## src/rtl/crossing_ctrl.sv

```systemverilog
// crossing_ctrl: multi-phase traffic light sequencer with pedestrian walk slot.
// Define CROSSING_CTRL_FLASH_EN to build the night flashing-yellow mode.
module crossing_ctrl #(
    parameter int C_PHASES     = 2,
    parameter int C_INT_GREEN  = 10,
    parameter int C_INT_YELLOW = 2,
    parameter int C_INT_CLEAR  = 1,
    parameter int C_INT_WALK   = 5,
    parameter int C_CNT_W      = 8
) (
    input  logic                  clk,
    input  logic                  rst,
    input  logic                  inTick,
    input  logic                  inMode,
    input  logic [C_PHASES-1:0]   inPedestrian,
    output logic [2*C_PHASES-1:0] outLight,
    output logic [C_PHASES-1:0]   outWalk,
    output logic [1:0]            outPhase,
    output logic [C_PHASES-1:0]   outPending
);

    typedef enum logic [2:0] {
        S_GREEN,
        S_YELLOW,
        S_CLEAR,
        S_WALK
`ifdef CROSSING_CTRL_FLASH_EN
        , S_FLASH
`endif
    } state_t;

    localparam logic [1:0] L_OFF    = 2'd0;
    localparam logic [1:0] L_RED    = 2'd1;
    localparam logic [1:0] L_GRN    = 2'd2;
    localparam logic [1:0] L_YEL    = 2'd3;
    localparam logic [1:0] LAST_PH  = 2'(C_PHASES - 1);

    // A zero interval behaves like a one-tick interval
    function automatic logic [C_CNT_W-1:0] loadVal(input int iv);
        return (iv <= 1) ? '0 : C_CNT_W'(iv - 1);
    endfunction

    localparam logic [C_CNT_W-1:0] LD_GREEN  = loadVal(C_INT_GREEN);
    localparam logic [C_CNT_W-1:0] LD_YELLOW = loadVal(C_INT_YELLOW);
    localparam logic [C_CNT_W-1:0] LD_CLEAR  = loadVal(C_INT_CLEAR);
    localparam logic [C_CNT_W-1:0] LD_WALK   = loadVal(C_INT_WALK);

    state_t               state, stateNext;
    logic [C_CNT_W-1:0]   cnt, cntNext;
    logic [1:0]           phase, phaseNext, phaseInc;
    logic                 first, firstNext;
    logic [C_PHASES-1:0]  pedPrev, rise;
    logic [C_PHASES-1:0]  pendNext;
    logic [C_PHASES-1:0]  walkSnap, snapNext;
    logic [2*C_PHASES-1:0] lightNext;
    logic [C_PHASES-1:0]  walkNext;
    logic                 modeEff;

`ifdef CROSSING_CTRL_FLASH_EN
    logic flash, flashNext;
    assign modeEff = inMode;
`else
    logic unusedMode;
    assign unusedMode = inMode;
    assign modeEff    = 1'b0;
`endif

    assign rise = inPedestrian & ~pedPrev;

    // After reset or flash exit the rotation restarts at phase 0
    assign phaseInc = first ? 2'd0 :
                      (phase == LAST_PH) ? 2'd0 : phase + 2'd1;

    always_comb begin
        stateNext = state;
        cntNext   = cnt;
        phaseNext = phase;
        firstNext = first;
        pendNext  = outPending | rise;
        snapNext  = walkSnap;
`ifdef CROSSING_CTRL_FLASH_EN
        flashNext = flash;
`endif
        if (inTick) begin
            unique case (state)
                S_GREEN: begin
                    if (cnt == '0 || modeEff) begin
                        stateNext = S_YELLOW;
                        cntNext   = LD_YELLOW;
                    end else begin
                        cntNext = cnt - 1'b1;
                    end
                end
                S_YELLOW: begin
                    if (cnt == '0) begin
                        stateNext = S_CLEAR;
                        cntNext   = LD_CLEAR;
                    end else begin
                        cntNext = cnt - 1'b1;
                    end
                end
                S_CLEAR: begin
                    if (cnt != '0) begin
                        cntNext = cnt - 1'b1;
`ifdef CROSSING_CTRL_FLASH_EN
                    end else if (modeEff) begin
                        stateNext = S_FLASH;
                        flashNext = 1'b1;
`endif
                    end else if (outPending != '0) begin
                        stateNext = S_WALK;
                        cntNext   = LD_WALK;
                        snapNext  = outPending | rise;
                        pendNext  = '0;
                    end else begin
                        stateNext = S_GREEN;
                        cntNext   = LD_GREEN;
                        phaseNext = phaseInc;
                        firstNext = 1'b0;
                    end
                end
                S_WALK: begin
                    if (cnt == '0) begin
                        stateNext = S_GREEN;
                        cntNext   = LD_GREEN;
                        phaseNext = phaseInc;
                        firstNext = 1'b0;
                    end else begin
                        cntNext = cnt - 1'b1;
                    end
                end
`ifdef CROSSING_CTRL_FLASH_EN
                S_FLASH: begin
                    if (!modeEff) begin
                        stateNext = S_CLEAR;
                        cntNext   = LD_CLEAR;
                        firstNext = 1'b1;
                    end else begin
                        flashNext = ~flash;
                    end
                end
`endif
                default: begin
                    stateNext = S_CLEAR;
                    cntNext   = LD_CLEAR;
                end
            endcase
        end
    end

    // Registered output decode of the current state
    always_comb begin
        lightNext = '0;
        walkNext  = '0;
        for (int k = 0; k < C_PHASES; k++) begin
            lightNext[2*k +: 2] = L_RED;
            if (state == S_GREEN && phase == 2'(k))
                lightNext[2*k +: 2] = L_GRN;
            if (state == S_YELLOW && phase == 2'(k))
                lightNext[2*k +: 2] = L_YEL;
`ifdef CROSSING_CTRL_FLASH_EN
            if (state == S_FLASH)
                lightNext[2*k +: 2] = flash ? L_YEL : L_OFF;
`endif
        end
        if (state == S_WALK)
            walkNext = walkSnap;
    end

    always_ff @(posedge clk or posedge rst) begin
        if (rst) begin
            state      <= S_CLEAR;
            cnt        <= LD_CLEAR;
            phase      <= 2'd0;
            first      <= 1'b1;
            pedPrev    <= '0;
            outPending <= '0;
            walkSnap   <= '0;
            outLight   <= {C_PHASES{L_RED}};
            outWalk    <= '0;
            outPhase   <= 2'd0;
`ifdef CROSSING_CTRL_FLASH_EN
            flash      <= 1'b0;
`endif
        end else begin
            state      <= stateNext;
            cnt        <= cntNext;
            phase      <= phaseNext;
            first      <= firstNext;
            pedPrev    <= inPedestrian;
            outPending <= pendNext;
            walkSnap   <= snapNext;
            outLight   <= lightNext;
            outWalk    <= walkNext;
            outPhase   <= phase;
`ifdef CROSSING_CTRL_FLASH_EN
            flash      <= flashNext;
`endif
        end
    end

endmodule

```

## config.mk

```make
export PLATFORM = sky130hd
export DESIGN_NAME = crossing_ctrl
export DESIGN_NICKNAME = d
export VERILOG_FILES = /design/src/rtl/crossing_ctrl.sv
export SDC_FILE = /design/constraint.sdc
export NUM_CORES = 1
export LEC_CHECK = 0
export BUFFER_PORTS_ARGS = -buffer_cell sky130_fd_sc_hd__buf_4
export CORE_MARGIN = 4
export CORE_UTILIZATION = 25
export CTS_BUF_LIST = sky130_fd_sc_hd__clkbuf_2 sky130_fd_sc_hd__clkbuf_4 sky130_fd_sc_hd__clkbuf_8
export DETAILED_ROUTE_END_ITERATION = 8
export GPL_TIMING_DRIVEN = 0
export HOLD_SLACK_MARGIN = 0.06
export PLACE_DENSITY = 0.44
export SYNTH_ARGS = -nofsm -noshare
export SYNTH_HDL_FRONTEND = slang
export SYNTH_SLANG_ARGS = --single-unit
```

## constraint.sdc

```tcl
create_clock -name clk -period 2.2 [get_ports clk]
set_input_delay 0.22 -clock clk [delete_from_list [all_inputs] [get_ports clk]]
set_output_delay 0.22 -clock clk [all_outputs]
set_load 0.05 [all_outputs]
```

==> flow_metrics.tcl, run 1 <==
set metrics [dict create \
    detail_route.wl_per_cell_um 11.9 \
    critical_path_peak_fanout 6 \
    ctsResizeCount 0 \
    grt_start_max_net_pins 28 \
    dp_hpwl_um 1460 \
    first_pass_iters 3 \
    syn_area_sq_um 1150 \
    core_sq_um 4410 \
    drt_iter0_drc 4 \
    clockBufferDepth 2 \
    die_h_um 75.9 \
    synth_cell_type_count 32 \
    finalNetCount 130 \
    hold_class "in2reg" \
    worstReg2RegStart "cnt[0]$_DFFE_PP0P_" \
    ys_async_sr_fraction_pct 100 \
    gp_congestion 0.749 \
    synth_top_area_share_pct 49.9 \
    hold_viol 0 \
    p_total_mw 1.53 \
    avgViaCountPerCell 4.46 \
    tightest_slew_ns 1.02 \
    portBuffers 14 \
    cpLargestDelayFamily "simple AND/OR/NAND/NOR gates" \
    hold_start "inTick" \
    syn_nets 109 \
    maxSlewHeadroom_pct 31.6 \
    cts_max_level 1 \
    clock_skew_ns 0.00729 \
    synth_area_per_cell_sq_um 11.4 \
    timing.critical_path.arrival_ns 2.09 \
    die_w_um 75.9 \
    num_io_pins 16 \
    cp_slowest_cell "dfrtp_1" \
    maxSlewViolCount 0 \
    maxCapViolCount 0 \
    grt_overflow 0 \
    drc 0 \
    track_usage_pct 7.69 \
    drt_wl_total_um 2060 \
    cp.required_ns 2.36 \
    r2r_setup_slack_ns 0.27 \
    areaGrowthSynthToFinish_pct 20.7 \
    drive_above_1_share_pct 26.4 \
    initial_core_util_pct 26.1 \
    grt_pass1_vias 778 \
    vias 771 \
    powerDensity_nw_per_um2 1100 \
    cts-root-buf "clkbuf_8" \
    clk_pin_slew_ns 0.10 \
    setup_viol 0 \
    antenna_left 0 \
    synthFlopType "dfrtp_1" \
    cp-end-kind "flip-flop" \
    synth_most_common_cell "dfrtp_1" \
    status "complete, no violations" \
    final_area_sq_um 1390 \
    rows 24 \
    clk_latency_ns 0.27 \
    placed_area_sq_um 1320 \
    ys_warn_count 0 \
    ys_seq_elements 27 \
    clock_sinks 27 \
    rsz0062_at_grt "false" \
    worstSetupPathType "reg2reg" \
    num_antenna_cells 0 \
    antenna_found_initial 0 \
    synth_edf_count 0 \
    dieArea_sq_um 5770 \
    path_buf_inv 2 \
    critPathLaunchType "flip-flop" \
    yosys-top-cells-count "dfrtp_1 (23), nor2_1 (9), inv_1 (8), nand2_1 (8), o21ai_0 (5)" \
    period_minus_slack_ns 1.93 \
    ys_seq_area_share_pct 59.0 \
    yosysTopAreaCell "dfrtp_1" \
    grt_pass1_wl_um 3640 \
    cp-startpoint "cnt[0]$_DFFE_PP0P_" \
    max_stage_delay_ns 0.41 \
    cts_tree "built" \
    yosys-top-cells-area "dfrtp_1 (50%), dfstp_2 (9.1%), mux2_2 (3.9%)" \
    path_cells "inv_1, ha_1, nor4b_2, and3_1, buf_2, nand2b_1, mux2_2" \
    cts-buffers-inserted 3 \
    irDropWorstVdd_v 0.000283 \
    fmax_mhz 519 \
    fin_crit_sh_pct 87.6 \
    tns_ns 0 \
    leakage_nw 0.629 \
    synthCells 101 \
]
[power breakdown]
| part | leakage (nW) | switching, mW | internal [mW] |
|---|---|---|---|
| logic | 0.279 | 0.291 | 0.195 |
| clock network | 0.0217 | 0.163 | 0.129 |
| registers | 0.329 | 0.124 | 0.631 |
[final cells by class]
cell class,count,area (sq um)
well taps,52,65.1
clock inverters,1,7.51
fillers,457,3020
multi-input cells,64,434
flip-flops and latches,27,681
plain buffers,2,8.76
repair buffers,16,125
inverters,8,30.0
clock buffers,3,41.3
[cell usage in the layout (no fill, tap or decap), drive strengths merged, types with 4 or more instances in the layout]
cell type	instances
o21ai	5
nand2	9
nor3	5
mux2	5
buf	15
nor2	9
clkbuf	4
dfrtp	23
dfstp	4
inv	8
[cells by family (layout without fill, tap and decap cells)]
| kind of cell | after synthesis | in the layout | synth area share [%] |
|---|---|---|---|
| DFF | 27 | 27 | 59.0 |
| AOI/OAI and AO/OA | 15 | 15 | 8.68 |
| buffers and inverters | 10 | 30 | 3.36 |
| muxes | 7 | 7 | 6.94 |
| adders and majority gates | 2 | 2 | 2.17 |
| and+or+nand+nor | 40 | 40 | 19.8 |
[what timing repair did]
| item | in CTS | in global routing |
|---|---|---|
| setup endpoints to repair | 0 | 0 |
| buffers inserted | 0 | 0 |
| hold buffers | 2 | 0 |
| endpoints found under the hold margin | 2 | 0 |
[flip-flops by register name, indices dropped and copies added, names as in the netlist, 2 cells and up]
signal and flops:
cnt 8, outLight 4, outPending 2, outPhase 2, outWalk 2, pedPrev 2
phase 2, state 2, walkSnap 2
[metal layers]
| metal | wire, um | track usage [%] | vias to the layer above |
|---|---|---|---|
| li1 | - | - | 386 |
| met1 | 982 | 9.65 | 373 |
| met2 | 978 | 12.2 | 10 |
| met3 | 63 | 1.42 | 2 |
| met4 | 34 | 4.63 | 0 |
| met5 | 0 | 0 | - |
[final timing paths]
path | cells after the start | end
max | 7 | phase[0]$_DFFE_PP0P_
min | 2 | cnt[1]$_DFFE_PP0P_
min reg2reg | 0 | outPhase[1]$_DFF_PP0_
min in group asynchronous | 2 | outPhase[1]$_DFF_PP0_
max reg2reg | 7 | phase[0]$_DFFE_PP0P_
max in group asynchronous | 2 | cnt[7]$_DFFE_PP0P_
[per-stage QoR]
stage	setup WS (ns)	util (%)	hold slack (ns)	instances
after detailed placement	0.289	30.0	0.340	167
after global placement	0.307	30.0	0.338	167
after global routing	0.132	31.5	0.173	173
final	0.273	31.5	0.169	173
after floorplan	0.548	-	0.251	101
after CTS	0.249	31.5	0.163	173
No activity file was read; power rests on OpenSTA's default activity.
==> inputs of run 2 (changes only) <==
--- a/config.mk
+++ b/config.mk
@@ -5,6 +5,7 @@
 export SDC_FILE = /design/constraint.sdc
 export NUM_CORES = 1
 export LEC_CHECK = 0
+export ABC_AREA = 1
 export BUFFER_PORTS_ARGS = -buffer_cell sky130_fd_sc_hd__buf_4
 export CORE_MARGIN = 4
 export CORE_UTILIZATION = 25
==> flow_metrics.tcl, run 2 <==
set metrics [dict create \
    grt_start_max_net_pins 28 \
    core_sq_um 4720 \
    regToRegEndpoint "phase[1]$_DFFE_PP0P_" \
    worstSetupPathType "reg2reg" \
    cts_tree "built" \
    final_cell_mix "nand2_1 (33), dfrtp_1 (23), inv_1 (21), nor2_1 (20), buf_4 (15)" \
    post_cts_buffers 0 \
    status "complete, no violations" \
    synth_top_area_share_pct 47.0 \
    finalNetCount 170 \
    synth_area_per_cell_sq_um 8.63 \
    final_cells 228 \
    avgViaCountPerCell 4.14 \
    post-place-ws_ns 0.652 \
    clockBufferDepth 2 \
    drt_wl_total_um 2400 \
    reg_top3 "cnt (8), outLight (4)" \
    die_w_um 78.0 \
    antenna_left 0 \
    period_minus_slack_ns 1.55 \
    utilization_pct 31.2 \
    hold_class "in2async" \
    ys_async_sr_fraction_pct 100 \
    cp-end-kind "flip-flop" \
    yosysTopAreaCell "dfrtp_1" \
    yosys-top-cells-count "nand2_1 (33), dfrtp_1 (23), inv_1 (21)" \
    grt_pass1_wl_um 4090 \
    grt_overflow 0 \
    clk_latency_ns 0.28 \
    tns_ns 0 \
    r2r_cells 6 \
    synth_edf_count 0 \
    ys_seq_elements 27 \
    setup_viol 0 \
    drt_iter0_drc 83 \
    leakage_nw 0.723 \
    first_pass_iters 4 \
    portBuffers 13 \
    fin_crit_sh_pct 70.6 \
    largest_reg_flops 8 \
    placedCellCount 222 \
    ys_warn_count 0 \
    final_common_cell "nand2_1" \
    gp_congestion 0.849 \
    vias 945 \
    ys_seq_area_share_pct 55.6 \
    clock_skew_ns 0.00247 \
    clock_sinks 27 \
    synthFlopType "dfrtp_1" \
    regMostFlops "cnt" \
    holdWs_ns 0.189 \
    drc 0 \
    rows 25 \
    clk_pin_slew_ns 0.10 \
    cts-root-buf "clkbuf_8" \
    initial_core_util_pct 25.9 \
    grt_pass1_vias 908 \
    detail_route.wl_per_cell_um 10.5 \
    areaGrowthSynthToFinish_pct 20.4 \
    track_usage_pct 8.51 \
    layout_setup_ws_ns 0.646 \
    num_antenna_cells 0 \
    cts-buffers-inserted 3 \
    hold_viol 0 \
    maxSlewViolCount 0 \
    yosys-top-cells-area "dfrtp_1 (47%), nand2_1 (10%), dfstp_2 (8.6%)" \
    critical_path_peak_fanout 7 \
    final_area_sq_um 1480 \
    dieArea_sq_um 6080 \
    critPathLaunchType "flip-flop" \
    tightest_slew_ns 1.03 \
    synth_most_common_cell "nand2_1" \
    cts_max_level 1 \
    timing.critical_path.arrival_ns 1.73 \
    maxCapViolCount 0 \
    synthCells 142 \
    drive_above_1_share_pct 19.3 \
    placed_area_sq_um 1410 \
    maxSlewHeadroom_pct 31.3 \
    die_h_um 78.0 \
    worstReg2RegStart "cnt[0]$_DFFE_PP0P_" \
    cp.required_ns 2.38 \
    antenna_found_initial 0 \
    p_total_mw 1.19 \
    synth_cell_type_count 22 \
    fmax_mhz 643 \
    num_io_pins 16 \
    dp_hpwl_um 1820 \
    r2r_setup_slack_ns 0.65 \
    syn_nets 150 \
    powerDensity_nw_per_um2 805 \
    syn_area_sq_um 1220 \
    irDropWorstVdd_v 0.000396 \
    rsz0062_at_grt "false" \
]
==> run 2: cell count changes in the layout (fill, tap and decap cells not counted), sizes merged, moves of 3 or more <==
cell	delta
nand2	+27
nor2	+15
inv	+13
mux2	-5
nand3	+5
a211oi	-3
a21oi	+3
and3	-3
nand4	+3
nor3	-3
==> run 2: what timing repair did <==
| action | CTS | global route |
|---|---|---|
| gates resized for setup | 0 | 0 |
| hold buffers | 2 | 0 |
| endpoints found under the hold margin | 2 | 0 |
==> run 2: layout make-up <==
class | count | area [sq um]
sequential | 27 | 681
fill | 489 | 3250
clock buffer | 3 | 41.3
inverter | 21 | 78.8
clock inverter | 1 | 7.51
buffer | 2 | 15.0
tap | 67 | 83.8
multi-input combinational | 92 | 450
timing repair buffer | 15 | 118
==> run 2: kinds of logic after synthesis <==
logic type      Yosys count  share of synthesized area [%]
buf+inv                  23                           7.66
simple gates             75                           27.8
fa+ha+maj                 2                           2.04
compound gates           15                           6.95
flops                    27                           55.6
==> run 2: worst max path at each step <==
stage / startpoint / end / slack (ns)
after global placement: cnt[0]$_DFFE_PP0P_ / outPending[0]$_DFF_PP0_ / 0.67
after global routing: cnt[0]$_DFFE_PP0P_ / walkSnap[1]$_DFFE_PP0P_ / 0.50
after detailed placement: cnt[0]$_DFFE_PP0P_ / phase[1]$_DFFE_PP0P_ / 0.65
final: cnt[0]$_DFFE_PP0P_ / phase[1]$_DFFE_PP0P_ / 0.65
after floorplan: cnt[0]$_DFFE_PP0P_ / phase[1]$_DFFE_PP0P_ / 0.84
after CTS: cnt[0]$_DFFE_PP0P_ / phase[1]$_DFFE_PP0P_ / 0.64
==> run 2: worst max-delay path: stages, from the launching register on <==
cell     delay, ns
dfrtp_1       0.37
inv_1         0.16
ha_1          0.21
nand3_1       0.13
nor2_4        0.23
nand3_1       0.16
o21a_1        0.20
==> run 2: metal layers <==
metal / track usage (%) / vias to the layer above / part of all wire (%)
met5: 0 / - / 0
met4: 2.97 / 0 / 1.0
met3: 2.90 / 2 / 5.5
met2: 14.0 / 23 / 48
met1: 10.3 / 445 / 45
li1: - / 475 / -
==> run 2: report_power, final <==
| part | internal, mW | total (mW) | switching [mW] |
|---|---|---|---|
| Combinational | 0.0963 | 0.271 | 0.175 |
| Clock | 0.129 | 0.293 | 0.164 |
| Sequential | 0.563 | 0.623 | 0.0605 |
==> inputs of run 3 (changes only) <==
--- a/config.mk
+++ b/config.mk
@@ -5,7 +5,7 @@
 export SDC_FILE = /design/constraint.sdc
 export NUM_CORES = 1
 export LEC_CHECK = 0
-export ABC_AREA = 1
+export ABC_AREA = 0
 export BUFFER_PORTS_ARGS = -buffer_cell sky130_fd_sc_hd__buf_4
 export CORE_MARGIN = 4
 export CORE_UTILIZATION = 25
==> constraint.sdc (replaced) <==
create_clock -name clk -period 1.5 [get_ports clk]
set_input_delay 0.15 -clock clk [delete_from_list [all_inputs] [get_ports clk]]
set_output_delay 0.15 -clock clk [all_outputs]
set_load 0.05 [all_outputs]
==> flow_metrics.tcl, run 3 (same netlist as run 1, synthesis figures left out) <==
set metrics [dict create \
    status "finished with violations" \
    violations "setup timing" \
    timing.critical_path.arrival_ns 1.81 \
    layout_setup_ws_ns -0.144 \
    final_area_sq_um 1570 \
    track_usage_pct 8.47 \
    detail_route.wl_per_cell_um 12.8 \
    antenna_left 0 \
    avgViaCountPerCell 4.52 \
    holdWs_ns 0.0986 \
    tns_ns -0.762 \
    clock_sinks 27 \
    die_w_um 75.9 \
    first_pass_iters 4 \
    setup_viol 12 \
    leakage_nw 0.707 \
    antenna_found_initial 0 \
    clockBufferDepth 2 \
    tightest_slew_ns 1.05 \
    maxSlewHeadroom_pct 29.8 \
    drt_wl_total_um 2320 \
    dieArea_sq_um 5770 \
    cts_tree "built" \
    r2r_setup_slack_ns -0.14 \
    drive_above_1_share_pct 46.5 \
    dp_hpwl_um 1530 \
    worstSetupPathType "reg2reg" \
    portBuffers 14 \
    die_h_um 75.9 \
    hold_class "in2reg" \
    drt_iter0_drc 13 \
    cp.required_ns 1.67 \
    grt_pass1_wl_um 3980 \
    period_minus_slack_ns 1.64 \
    final_cell_mix "dfrtp_1 (22), buf_4 (21), nor2_1 (9), inv_1 (6)" \
    critical_path_peak_fanout 4 \
    areaGrowthSynthToFinish_pct 36.0 \
    initial_core_util_pct 26.1 \
    cp-end-kind "flip-flop" \
    final_common_cell "dfrtp_1" \
    critPathLaunchType "flip-flop" \
    clock_skew_ns 0.00922 \
    max_stage_delay_ns 0.42 \
    cts_max_level 1 \
    clk_latency_ns 0.28 \
    grt_start_max_net_pins 28 \
    finalNetCount 138 \
    reg_top3 "cnt (8), outLight (4)" \
    hold_viol 0 \
    core_sq_um 4410 \
    maxCapViolCount 0 \
    fmax_mhz 608 \
    drc 0 \
    num_io_pins 16 \
    fin_crit_sh_pct 110 \
    cts-root-buf "clkbuf_8" \
    maxSlewViolCount 0 \
    regMostFlops "cnt" \
    vias 819 \
    num_antenna_cells 0 \
    clk_pin_slew_ns 0.11 \
    placed_area_sq_um 1360 \
    rows 24 \
    grt_overflow 0 \
    grt_pass1_vias 845 \
    path_cells "inv_2, ha_4, nor4b_4, and3_1, buf_6, nand2b_4, mux2_2" \
    irDropWorstVdd_v 0.000364 \
    powerDensity_nw_per_um2 1610 \
    largest_reg_flops 8 \
    cts-buffers-inserted 3 \
    cp_slowest_cell "dfrtp_1" \
    gp_congestion 0.779 \
    rsz0062_at_grt "true" \
]
[run 3: changes by cell type in the layout (fill, tap and decap cells not counted), moves of 4 or more]
cell,change
nand3_1,-6
inv_1,-15
nor2_1,-11
a21oi_1,-4
buf_4,+6
nand2_1,-28
[run 3: layout make-up]
type                    instances  area [sq um]
fillers                       433          2850
flip-flops and latches         27           682
multi-input cells              64           538
repair buffers                 24           189
well taps                      52          65.1
clock buffers                   3          41.3
inverters                       8          30.0
plain buffers                   2          15.0
clock inverters                 1          8.76
[run 3: routing by layer]
| metal | vias to the layer above | share of wire (%) | GRT usage, % |
|---|---|---|---|
| met5 | - | 0 | 0 |
| met4 | 0 | 2.3 | 4.80 |
| met3 | 4 | 3.3 | 1.54 |
| met2 | 14 | 52 | 14.9 |
| met1 | 398 | 42 | 9.47 |
| li1 | 403 | - | - |
[run 3: repair_timing]
action                     in CTS  in global routing
hold buffers                    2                  0
setup endpoints to repair      13                 17
buffers inserted                6                  3
hold endpoints to repair        2                  0
gates resized for setup         9                 12
pin swaps                       5                  8
[run 3: worst paths after layout]
kind,start,end,cells after the start
setup / recovery,cnt[0]$_DFFE_PP0P_,phase[0]$_DFFE_PP0P_,7
hold / removal,inTick,cnt[1]$_DFFE_PP0P_,2
setup reg to reg,cnt[0]$_DFFE_PP0P_,phase[0]$_DFFE_PP0P_,7
hold reg to reg,phase[1]$_DFFE_PP0P_,outPhase[1]$_DFF_PP0_,0
max in group asynchronous,rst,cnt[2]$_DFFE_PP0P_,2
min in group asynchronous,rst,outLight[3]$_DFF_PP0_,2
[run 3: metrics by stage]
step           instances  util (%)  setup WS [ns]  power (mW)
2_1_floorplan        101         -         -0.115        1.70
3_3_place_gp         167      30.9         -0.210        1.88
3_5_place_dp         167      30.9         -0.240        1.90
4_1_cts              179      34.2         -0.154        2.47
5_1_grt              181      35.5         -0.254        2.70
6_report             181      35.5         -0.144        2.52
[run 3: critical path: cells and delay by family, from the launching register on]
family / cells / cell delay (ns)
buf+inv: 2 / 0.22
fa+ha+maj: 1 / 0.14
flops: 1 / 0.42
mux: 1 / 0.27
simple gates: 3 / 0.49
[run 3: report_power, final]
part | internal, mW | switching [mW]
Sequential | 0.926 | 0.225
Clock | 0.195 | 0.251
Combinational | 0.413 | 0.510
Total | 1.53 | 0.986
